File: config.mk
export PLATFORM = sky130hd
export DESIGN_NAME = puzzle_game_ctrl
export DESIGN_NICKNAME = d
export VERILOG_FILES = /design/src/rtl/puzzle_game_ctrl.sv
export SDC_FILE = /design/constraint.sdc
export NUM_CORES = 1
export LEC_CHECK = 0
export ABC_CLOCK_PERIOD_IN_PS = 2600
export BUFFER_PORTS_ARGS = -buffer_cell sky130_fd_sc_hd__buf_2
export CAP_MARGIN = 20
export CORE_ASPECT_RATIO = 1.2
export CORE_UTILIZATION = 40
export CTS_BUF_LIST = sky130_fd_sc_hd__clkbuf_8
export DETAILED_ROUTE_END_ITERATION = 8
export SLEW_MARGIN = 20
export SYNTH_ARGS = -nofsm -noshare
export SYNTH_HDL_FRONTEND = slang
export SYNTH_SLANG_ARGS = --single-unit
File: constraint.sdc
create_clock -name clk_d -period 2.6 [get_ports clk_d]
set_input_delay 0 -clock clk_d [delete_from_list [all_inputs] [get_ports clk_d]]
set_output_delay 0 -clock clk_d [all_outputs]
set_load 0.03 [all_outputs]
File: src/rtl/puzzle_game_ctrl.sv
// puzzle_game_ctrl
// Game sequencer for the 4-tile permutation puzzle. It latches the starting
// board chosen on the generator, applies the player's adjacent swaps to a
// working board, detects the solved arrangement, and counts moves and the
// seconds spent playing.
//
// State table (the encoding is the game_status bus value)
//   state      | meaning
//   ST_CHOSE   | 00 board selection, board mirrors board_in
//   ST_GAMING  | 01 player swapping tiles, timer running
//   ST_INIT    | 10 one-cycle solved check on the latched board
//   ST_WIN     | 11 solved, outputs frozen until start/abort
//
// Ports
//   clk_d        in   game clock
//   rst          in   synchronous active-high reset
//   btn_start    in   debounced level, rising edge = start/confirm/leave win
//   btn_abort    in   debounced level, rising edge = give up
//   btn_move     in   debounced level, rising edge = one swap
//   move_pos     in   swap slot p with slot p+1 (3 = no-op)
//   board_in     in   generator board, slot0=[11:9] .. slot3=[2:0]
//   game_status  out  current state, see table
//   board        out  working board, same packing as board_in
//   move_count   out  valid swaps this game, saturating
//   elapsed_s    out  seconds in GAMING, saturating
//   win_pulse    out  one-cycle pulse on entry to WINNED

module puzzle_game_ctrl #(
    parameter int TICKS_PER_SEC = 1000,
    parameter int MAX_MOVES     = 99,
    parameter int MAX_SECS      = 999
) (
    input  logic        clk_d,
    input  logic        rst,
    input  logic        btn_start,
    input  logic        btn_abort,
    input  logic        btn_move,
    input  logic [1:0]  move_pos,
    input  logic [11:0] board_in,
    output logic [1:0]  game_status,
    output logic [11:0] board,
    output logic [6:0]  move_count,
    output logic [9:0]  elapsed_s,
    output logic        win_pulse
);

    typedef enum logic [1:0] {
        ST_CHOSE  = 2'b00,
        ST_GAMING = 2'b01,
        ST_INIT   = 2'b10,
        ST_WIN    = 2'b11
    } state_e;

    localparam logic [11:0] SOLVED = 12'b000_001_010_011;
    localparam int          PW     = (TICKS_PER_SEC > 1) ? $clog2(TICKS_PER_SEC) : 1;
    localparam logic [PW-1:0] PRESC_LAST = PW'(TICKS_PER_SEC - 1);

    state_e        state_q, state_d;
    logic [11:0]   board_q, board_d;
    logic [6:0]    moves_q, moves_d;
    logic [9:0]    secs_q, secs_d;
    logic [PW-1:0] presc_q, presc_d;
    logic          win_q, win_d;
    logic          start_prev_q, abort_prev_q, move_prev_q;

    logic          ev_abort, ev_start, ev_move;
    logic [11:0]   swapped;

    function automatic logic [11:0] swap_slots(input logic [11:0] b, input logic [1:0] p);
        logic [11:0] r;
        case (p)
            2'd0:    r = {b[8:6], b[11:9], b[5:0]};
            2'd1:    r = {b[11:9], b[5:3], b[8:6], b[2:0]};
            2'd2:    r = {b[11:6], b[2:0], b[5:3]};
            default: r = b;
        endcase
        return r;
    endfunction

    // Events are resolved by priority before the state logic sees them, so a
    // lower-priority press in the same cycle is simply dropped.
    assign ev_abort = btn_abort & ~abort_prev_q;
    assign ev_start = btn_start & ~start_prev_q & ~ev_abort;
    assign ev_move  = btn_move  & ~move_prev_q  & ~ev_abort & ~ev_start;

    assign swapped = swap_slots(board_q, move_pos);

    always_ff @(posedge clk_d) begin
        if (rst) begin
            state_q      <= ST_CHOSE;
            board_q      <= SOLVED;
            moves_q      <= '0;
            secs_q       <= '0;
            presc_q      <= '0;
            win_q        <= 1'b0;
            // History tracks the live level while in reset, so a button held
            // through reset has to be released and pressed again to fire.
            start_prev_q <= btn_start;
            abort_prev_q <= btn_abort;
            move_prev_q  <= btn_move;
        end else begin
            state_q      <= state_d;
            board_q      <= board_d;
            moves_q      <= moves_d;
            secs_q       <= secs_d;
            presc_q      <= presc_d;
            win_q        <= win_d;
            start_prev_q <= btn_start;
            abort_prev_q <= btn_abort;
            move_prev_q  <= btn_move;
        end
    end

    always_comb begin
        state_d = state_q;
        board_d = board_q;
        moves_d = moves_q;
        secs_d  = secs_q;
        presc_d = presc_q;
        win_d   = 1'b0;

        case (state_q)
            ST_CHOSE: begin
                board_d = board_in;
                if (ev_start) begin
                    moves_d = '0;
                    secs_d  = '0;
                    presc_d = '0;
                    state_d = ST_INIT;
                end
            end

            ST_INIT: begin
                if (board_q == SOLVED) begin
                    state_d = ST_WIN;
                    win_d   = 1'b1;
                end else begin
                    state_d = ST_GAMING;
                end
            end

            ST_GAMING: begin
                if (presc_q == PRESC_LAST) begin
                    presc_d = '0;
                    if (secs_q < 10'(MAX_SECS)) begin
                        secs_d = secs_q + 10'd1;
                    end
                end else begin
                    presc_d = presc_q + PW'(1);
                end

                if (ev_abort) begin
                    state_d = ST_CHOSE;
                end else if (ev_move && move_pos != 2'd3) begin
                    board_d = swapped;
                    if (moves_q < 7'(MAX_MOVES)) begin
                        moves_d = moves_q + 7'd1;
                    end
                    if (swapped == SOLVED) begin
                        state_d = ST_WIN;
                        win_d   = 1'b1;
                    end
                end
            end

            ST_WIN: begin
                if (ev_abort || ev_start) begin
                    state_d = ST_CHOSE;
                end
            end

            default: state_d = ST_CHOSE;
        endcase
    end

    assign game_status = state_q;
    assign board       = board_q;
    assign move_count  = moves_q;
    assign elapsed_s   = secs_q;
    assign win_pulse   = win_q;

endmodule

==> flow_summary.json, run 1 <==
{
  "topRoutingLayerUsed": "met4",
  "cap_viol_max_count": 0,
  "ys_types": 50,
  "vias_per_cell": 5.57,
  "synthTopCellsByCount": "45 x dfxtp_1, 24 x nor2_1, 23 x nand2_1",
  "yosys.cell_count.top_type": "dfxtp_1",
  "outcome": "complete, no violations",
  "cp.required_ns": 2.84,
  "crit_chain": "inv_1, ha_1, nor2b_1, a31oi_1, or3_4, or4_1, a21oi_1",
  "grt_pass1_vias": 2294,
  "pin_count": 51,
  "cts_tree": "built",
  "synth-warning-count": 0,
  "sw_frac_of_total": 0.443,
  "fin_nets": 389,
  "postSynth.asyncResetShare": 0,
  "setup-violations-final": 0,
  "seqPwrFrac": 0.376,
  "arrival_ns": 2.45,
  "slew_viol_final": 0,
  "ys_seq_area_frac": 0.350,
  "r2r-start": "game_status[1]$_SDFFE_PP0P_",
  "yosys-top-cells-area": "dfxtp_1 35%, a21oi_1 4.3%, xnor2_1 3.7%, nor2_1 3.5%, ha_1 3.4%",
  "final_antenna_net_count": 0,
  "grt_overflow_total": 0,
  "num_rows": 31,
  "synth_top_area_cell": "dfxtp_1",
  "drtPass1Iterations": 4,
  "htree_num_levels": 2,
  "power_leakage_uw": 0.00117,
  "fp.dieH_um": 89.9,
  "cts_buffer_depth": 2,
  "rsz0062_at_grt": "false",
  "clock_sinks": 45,
  "die_w_um": 75.2,
  "p_per_area_nw_per_um2": 839,
  "wl_met3_um": 209,
  "finalCriticalPeriod_ns": 2.21,
  "ff2ff_path_depth": 7,
  "antenna_found_initial": 0,
  "yosysTopAreaCellShare": 0.350,
  "synth_edf_count": 0,
  "peakVddDrop_uv": 305,
  "grt_use_total": 0.196,
  "start_util": 0.420,
  "cts_inserted_buffers": 5,
  "fin_skew_ns": 0.00429,
  "vias": 2482,
  "syn2layout_area_growth_pct": 18.1,
  "syn_avg_cell_area_um2": 8.25,
  "power_uw": 2550,
  "syn_inst": 312,
  "clockPowerShare": 0.181,
  "endpoint_kind": "flop",
  "wirelength_um": 6400,
  "postPlaceCellArea_um2": 2910,
  "cp.depth": 7,
  "crit_slowest_cell": "or4_1",
  "grt_max_degree": 22,
  "ys.flop_type": "dfxtp_1",
  "port_buffers": 50,
  "pwr-share-comb": 0.443,
  "n_antenna_cell": 0,
  "p_sw_uw": 1130,
  "critPathKind": "reg2reg",
  "drc": 0,
  "design_area_um2": 3040,
  "drive_above_1_share": 0.214,
  "worst_pin_slew_ns": 0.599,
  "rrSetupSlack_ns": 0.39,
  "startpoint_type": "flop",
  "wire_per_inst_um": 14.3,
  "max_slew_margin": 0.596,
  "path_clk_slew_ns": 0.09,
  "core_um2": 6130,
  "cp-startpoint": "game_status[1]$_SDFFE_PP0P_",
  "endpoint": "elapsed_s[8]$_SDFFE_PP0P_",
  "fin_crit_sh": 0.849,
  "dr_wl_met2_um": 3140,
  "hold_viol": 0,
  "crit_buf_inv": 1,
  "clkLatencyLatePin_ns": 0.30,
  "worst-path-max-fanout": 9,
  "fin_tns_setup_ns": 0,
  "die_area_um2": 6760,
  "syn-cell-area_um2": 2570,
  "fill_cells": 672,
  "drt_iter0_drc": 161,
  "dpl.hpwl_um": 4620,
  "wl_met1_um": 3010,
  "internal_power_uw": 1420,
  "reg2reg_to": "elapsed_s[8]$_SDFFE_PP0P_",
  "grt_pass1_wl_um": 10600,
  "hold_class": "in2reg",
  "finalHoldWorstSlack_ns": 0.0202,
  "gp_congestion": 0.825,
  "cpPeakStageDelay_ns": 0.47,
  "postCtsSetupRepairBufs": 0,
  "cts_root_buffer": "clkbuf_8",
  "clock.fmax_mhz": 453,
  "syn_nets": 338,
  "ys_seq_elements": 45,
  "critPathTopFamily": "simple AND/OR/NAND/NOR gates"
}
worst min path at each step:
stage                startpoint  cells after the start               endpoint  slack [ns]
floorplan             btn_abort                      0   abort_prev_q$_DFF_P_        0.03
CTS                 board_in[4]                      3  board[4]$_SDFFE_PP1P_        0.02
detailed placement     btn_move                      1    move_prev_q$_DFF_P_        0.12
finish              board_in[4]                      3  board[4]$_SDFFE_PP1P_        0.02
global route        board_in[4]                      3  board[4]$_SDFFE_PP1P_        0.02
global placement       btn_move                      1    move_prev_q$_DFF_P_        0.12
final cells by class:
type | instances | area [µm²] | area share
Clock buffer | 6 | 82.6 | 0.0272
Clock inverter | 2 | 13.8 | 0.00453
Inverter | 7 | 26.3 | 0.00865
Multi-Input combinational cell | 243 | 1570 | 0.517
Sequential cell | 45 | 901 | 0.296
Tap cell | 82 | 103 | 0.0338
Timing Repair Buffer | 61 | 340 | 0.112
cells in the final DEF (no fill, tap or decap), types with 8 or more instances in the layout:
cell / count
a211oi_1: 8
xnor2_1: 11
nand3_1: 15
a21oi_1: 22
nand2_1: 23
dfxtp_1: 45
nor4_1: 8
o21ai_0: 12
nor2_1: 24
nand4_1: 8
mux2i_1: 8
nor3_1: 9
buf_2: 50
buf_4: 8
power groups by stage:
stage | clock network (µW) | registers, µW | logic, µW
after floorplan | 0 | 1130 | 638
after global placement | 0 | 975 | 1120
after detailed placement | 0 | 976 | 1130
after CTS | 482 | 959 | 1130
after global routing | 518 | 987 | 1240
final | 461 | 959 | 1130
logic make-up after synthesis:
kind of cell / count (synthesis) / synth area share
and+or+nand+nor: 135 / 0.291
AOI/OAI and AO/OA: 77 / 0.197
DFF: 45 / 0.350
buffers and inverters: 24 / 0.0384
xor gates and xnor gates: 13 / 0.0443
muxes: 11 / 0.0443
adders and majority gates: 7 / 0.0340
tightest hold or removal path: cells and delay by family:
family                 cells  cell delay (ns)
buffers and inverters      1             0.09
multiplexers               1             0.06
AO/OA/AOI/OAI              1             0.14
per-stage QoR:
stage	utilization	instances	setup WS, ns
final	0.496	446	0.393
after global routing	0.496	446	0.260
after CTS	0.496	446	0.395
after detailed placement	0.475	435	0.399
after global placement	0.475	435	0.485
after floorplan	-	312	0.314
metal layers:
layer / up-vias / GRT usage
met5: - / 0
met4: 0 / 0.0448
met3: 2 / 0.0426
met2: 46 / 0.309
met1: 1172 / 0.270
li1: 1262 / -
state kept, by name, indices dropped and copies added (netlist names):
| register | flops |
|---|---|
| elapsed_s | 10 |
| move_count | 7 |
| abort_prev_q | 1 |
| game_status | 2 |
| move_prev_q | 1 |
| board | 12 |
| presc_q | 10 |
| start_prev_q | 1 |
| win_pulse | 1 |
timing repair:
action / CTS / global route
hold endpoints to repair: 3 / 0
hold buffers: 3 / 0
gates resized for setup: 0 / 0
Power figures use the tool's default switching activity.
==> run 2: changes to the inputs <==
- ABC_CLOCK_PERIOD_IN_PS: 2600 -> 2200
- clock period: 2.6 -> 2.2 ns (I/O delays scaled with it)
==> flow_summary.json, run 2 (synthesis gave the netlist of run 1 again) <==
{
  "outcome": "complete, no violations",
  "design_area_um2": 3130,
  "dpl.hpwl_um": 5030,
  "fin_nets": 400,
  "rrSetupSlack_ns": 0.15,
  "arrival_ns": 2.29,
  "drive_above_1_share": 0.243,
  "fin_crit_sh": 0.933,
  "critPathKind": "reg2reg",
  "multiInputGateArea_um2": 1590,
  "startpoint_type": "flop",
  "clkLatencyLatePin_ns": 0.30,
  "gp_congestion": 0.839,
  "grt_use_met1": 0.244,
  "worst_pin_slew_ns": 0.743,
  "htree_num_levels": 2,
  "die_area_um2": 6760,
  "holdPathEnd": "board[4]$_SDFFE_PP1P_",
  "grt_overflow_total": 0,
  "power_leakage_uw": 0.00122,
  "fin_skew_ns": 0.00796,
  "worst-path-max-fanout": 6,
  "start_util": 0.420,
  "finalHoldWorstSlack_ns": 0.00831,
  "reg2reg_to": "elapsed_s[8]$_SDFFE_PP0P_",
  "path_clk_slew_ns": 0.09,
  "finalCriticalPeriod_ns": 2.05,
  "cts_root_buffer": "clkbuf_8",
  "num_rows": 31,
  "peakVddDrop_uv": 582,
  "hold_depth": 3,
  "grt_pass1_vias": 2361,
  "cts_inserted_buffers": 5,
  "cts_buffer_depth": 2,
  "met3_usage": 0.0381,
  "p_per_area_nw_per_um2": 992,
  "core_um2": 6130,
  "hold_viol": 0,
  "hold_start": "board_in[4]",
  "grt_max_degree": 21,
  "fp.dieH_um": 89.9,
  "hold_class": "in2reg",
  "seqCellArea_um2": 902,
  "grt-busiest-layer": "met2",
  "final_cell_mix": "50 x buf_2, 44 x dfxtp_1, 24 x nor2_1",
  "wirelength_um": 6780,
  "max_slew_margin": 0.501,
  "endpoint_kind": "flop",
  "die_w_um": 75.2,
  "port_buffers": 50,
  "setup-violations-final": 0,
  "cts_tree": "built",
  "rsz0062_at_grt": "false",
  "antenna_found_initial": 0,
  "pin_count": 51,
  "clock.fmax_mhz": 487,
  "slew_viol_final": 0,
  "vias_per_cell": 5.58,
  "cp.required_ns": 2.44,
  "met2_usage": 0.370,
  "postPlaceCellArea_um2": 3000,
  "ff2ff_path_depth": 6,
  "drt_iter0_drc": 112,
  "n_antenna_cell": 0,
  "r2r-start": "presc_q[0]$_SDFFE_PP0P_",
  "fill_cells": 640,
  "syn2layout_area_growth_pct": 21.5,
  "grt_pass1_wl_um": 11000,
  "mostFrequentLayoutCell": "buf_2",
  "final_antenna_net_count": 0,
  "drtPass1Iterations": 4,
  "clock_sinks": 45,
  "vias": 2552,
  "drc": 0,
  "largest_register_ff_count": 12,
  "cp-startpoint": "presc_q[0]$_SDFFE_PP0P_",
  "wire_per_inst_um": 14.8,
  "grt_use_total": 0.209,
  "cap_viol_max_count": 0
}
==> run 2: changes by cell type in the layout (fill, tap and decap cells not counted) <==
cell,previous run,this run
a211oi_1,8,7
a211oi_2,0,1
buf_4,8,18
clkbuf_8,6,5
clkinv_2,1,2
clkinv_4,1,0
dfxtp_1,45,44
dfxtp_2,0,1
dlygate4sd3_1,3,4
ha_1,7,6
ha_2,0,1
inv_1,7,8
nor4_1,8,7
nor4_2,0,1
==> run 2: power by group <==
group / switching, µW / total [µW] / internal [µW]
clock network: 291 / 507 / 216
registers: 176 / 1120 / 946
logic: 919 / 1470 / 551
==> run 2: per-stage QoR <==
| step | instances | TNS, ns | util | total power, µW | setup slack, ns |
|---|---|---|---|---|---|
| floorplan | 312 | -0.0104 | - | 2090 | -0.0104 |
| global placement | 445 | 0 | 0.489 | 2580 | 0.136 |
| detailed placement | 445 | 0 | 0.489 | 2590 | 0.0995 |
| CTS | 457 | 0 | 0.509 | 3100 | 0.0821 |
| global route | 457 | 0 | 0.510 | 3290 | 0.0165 |
| finish | 457 | 0 | 0.510 | 3100 | 0.147 |
==> run 2: repair_timing <==
action	4_1_cts	5_1_grt
setup endpoints to repair	0	1
buffers inserted	0	0
gates resized for setup	0	2
hold buffers	4	0
hold endpoints to repair	4	0
==> run 2: metal layers <==
layer | share of wire | vias up
met2 | 0.51 | 53
met3 | 0.036 | 11
met5 | 0 | -
met4 | 0.018 | 0
li1 | - | 1286
met1 | 0.43 | 1202
==> run 2: final cells by class <==
class	count	area share
multi-input combinational	243	0.508
sequential	45	0.289
timing repair buffer	72	0.136
tap	82	0.0328
clock buffer	5	0.0220
inverter	7	0.00841
clock inverter	3	0.00440
==> run 2: how the worst max path moves through the flow <==
stage / end / slack, ns / cells past startpoint
after floorplan: elapsed_s[8]$_SDFFE_PP0P_ / -0.01 / 7
after global placement: elapsed_s[8]$_SDFFE_PP0P_ / 0.14 / 6
after detailed placement: elapsed_s[8]$_SDFFE_PP0P_ / 0.1 / 6
after CTS: elapsed_s[8]$_SDFFE_PP0P_ / 0.08 / 6
after global routing: elapsed_s[8]$_SDFFE_PP0P_ / 0.02 / 7
final: elapsed_s[8]$_SDFFE_PP0P_ / 0.15 / 6
==> run 2: worst max-delay path, cell delays in order, from the launching register on <==
cell     delay, ns
dfxtp_1       0.40
ha_1          0.20
nand2_2       0.10
o31a_1        0.31
or3_4         0.36
or4_1         0.47
a21oi_1       0.14
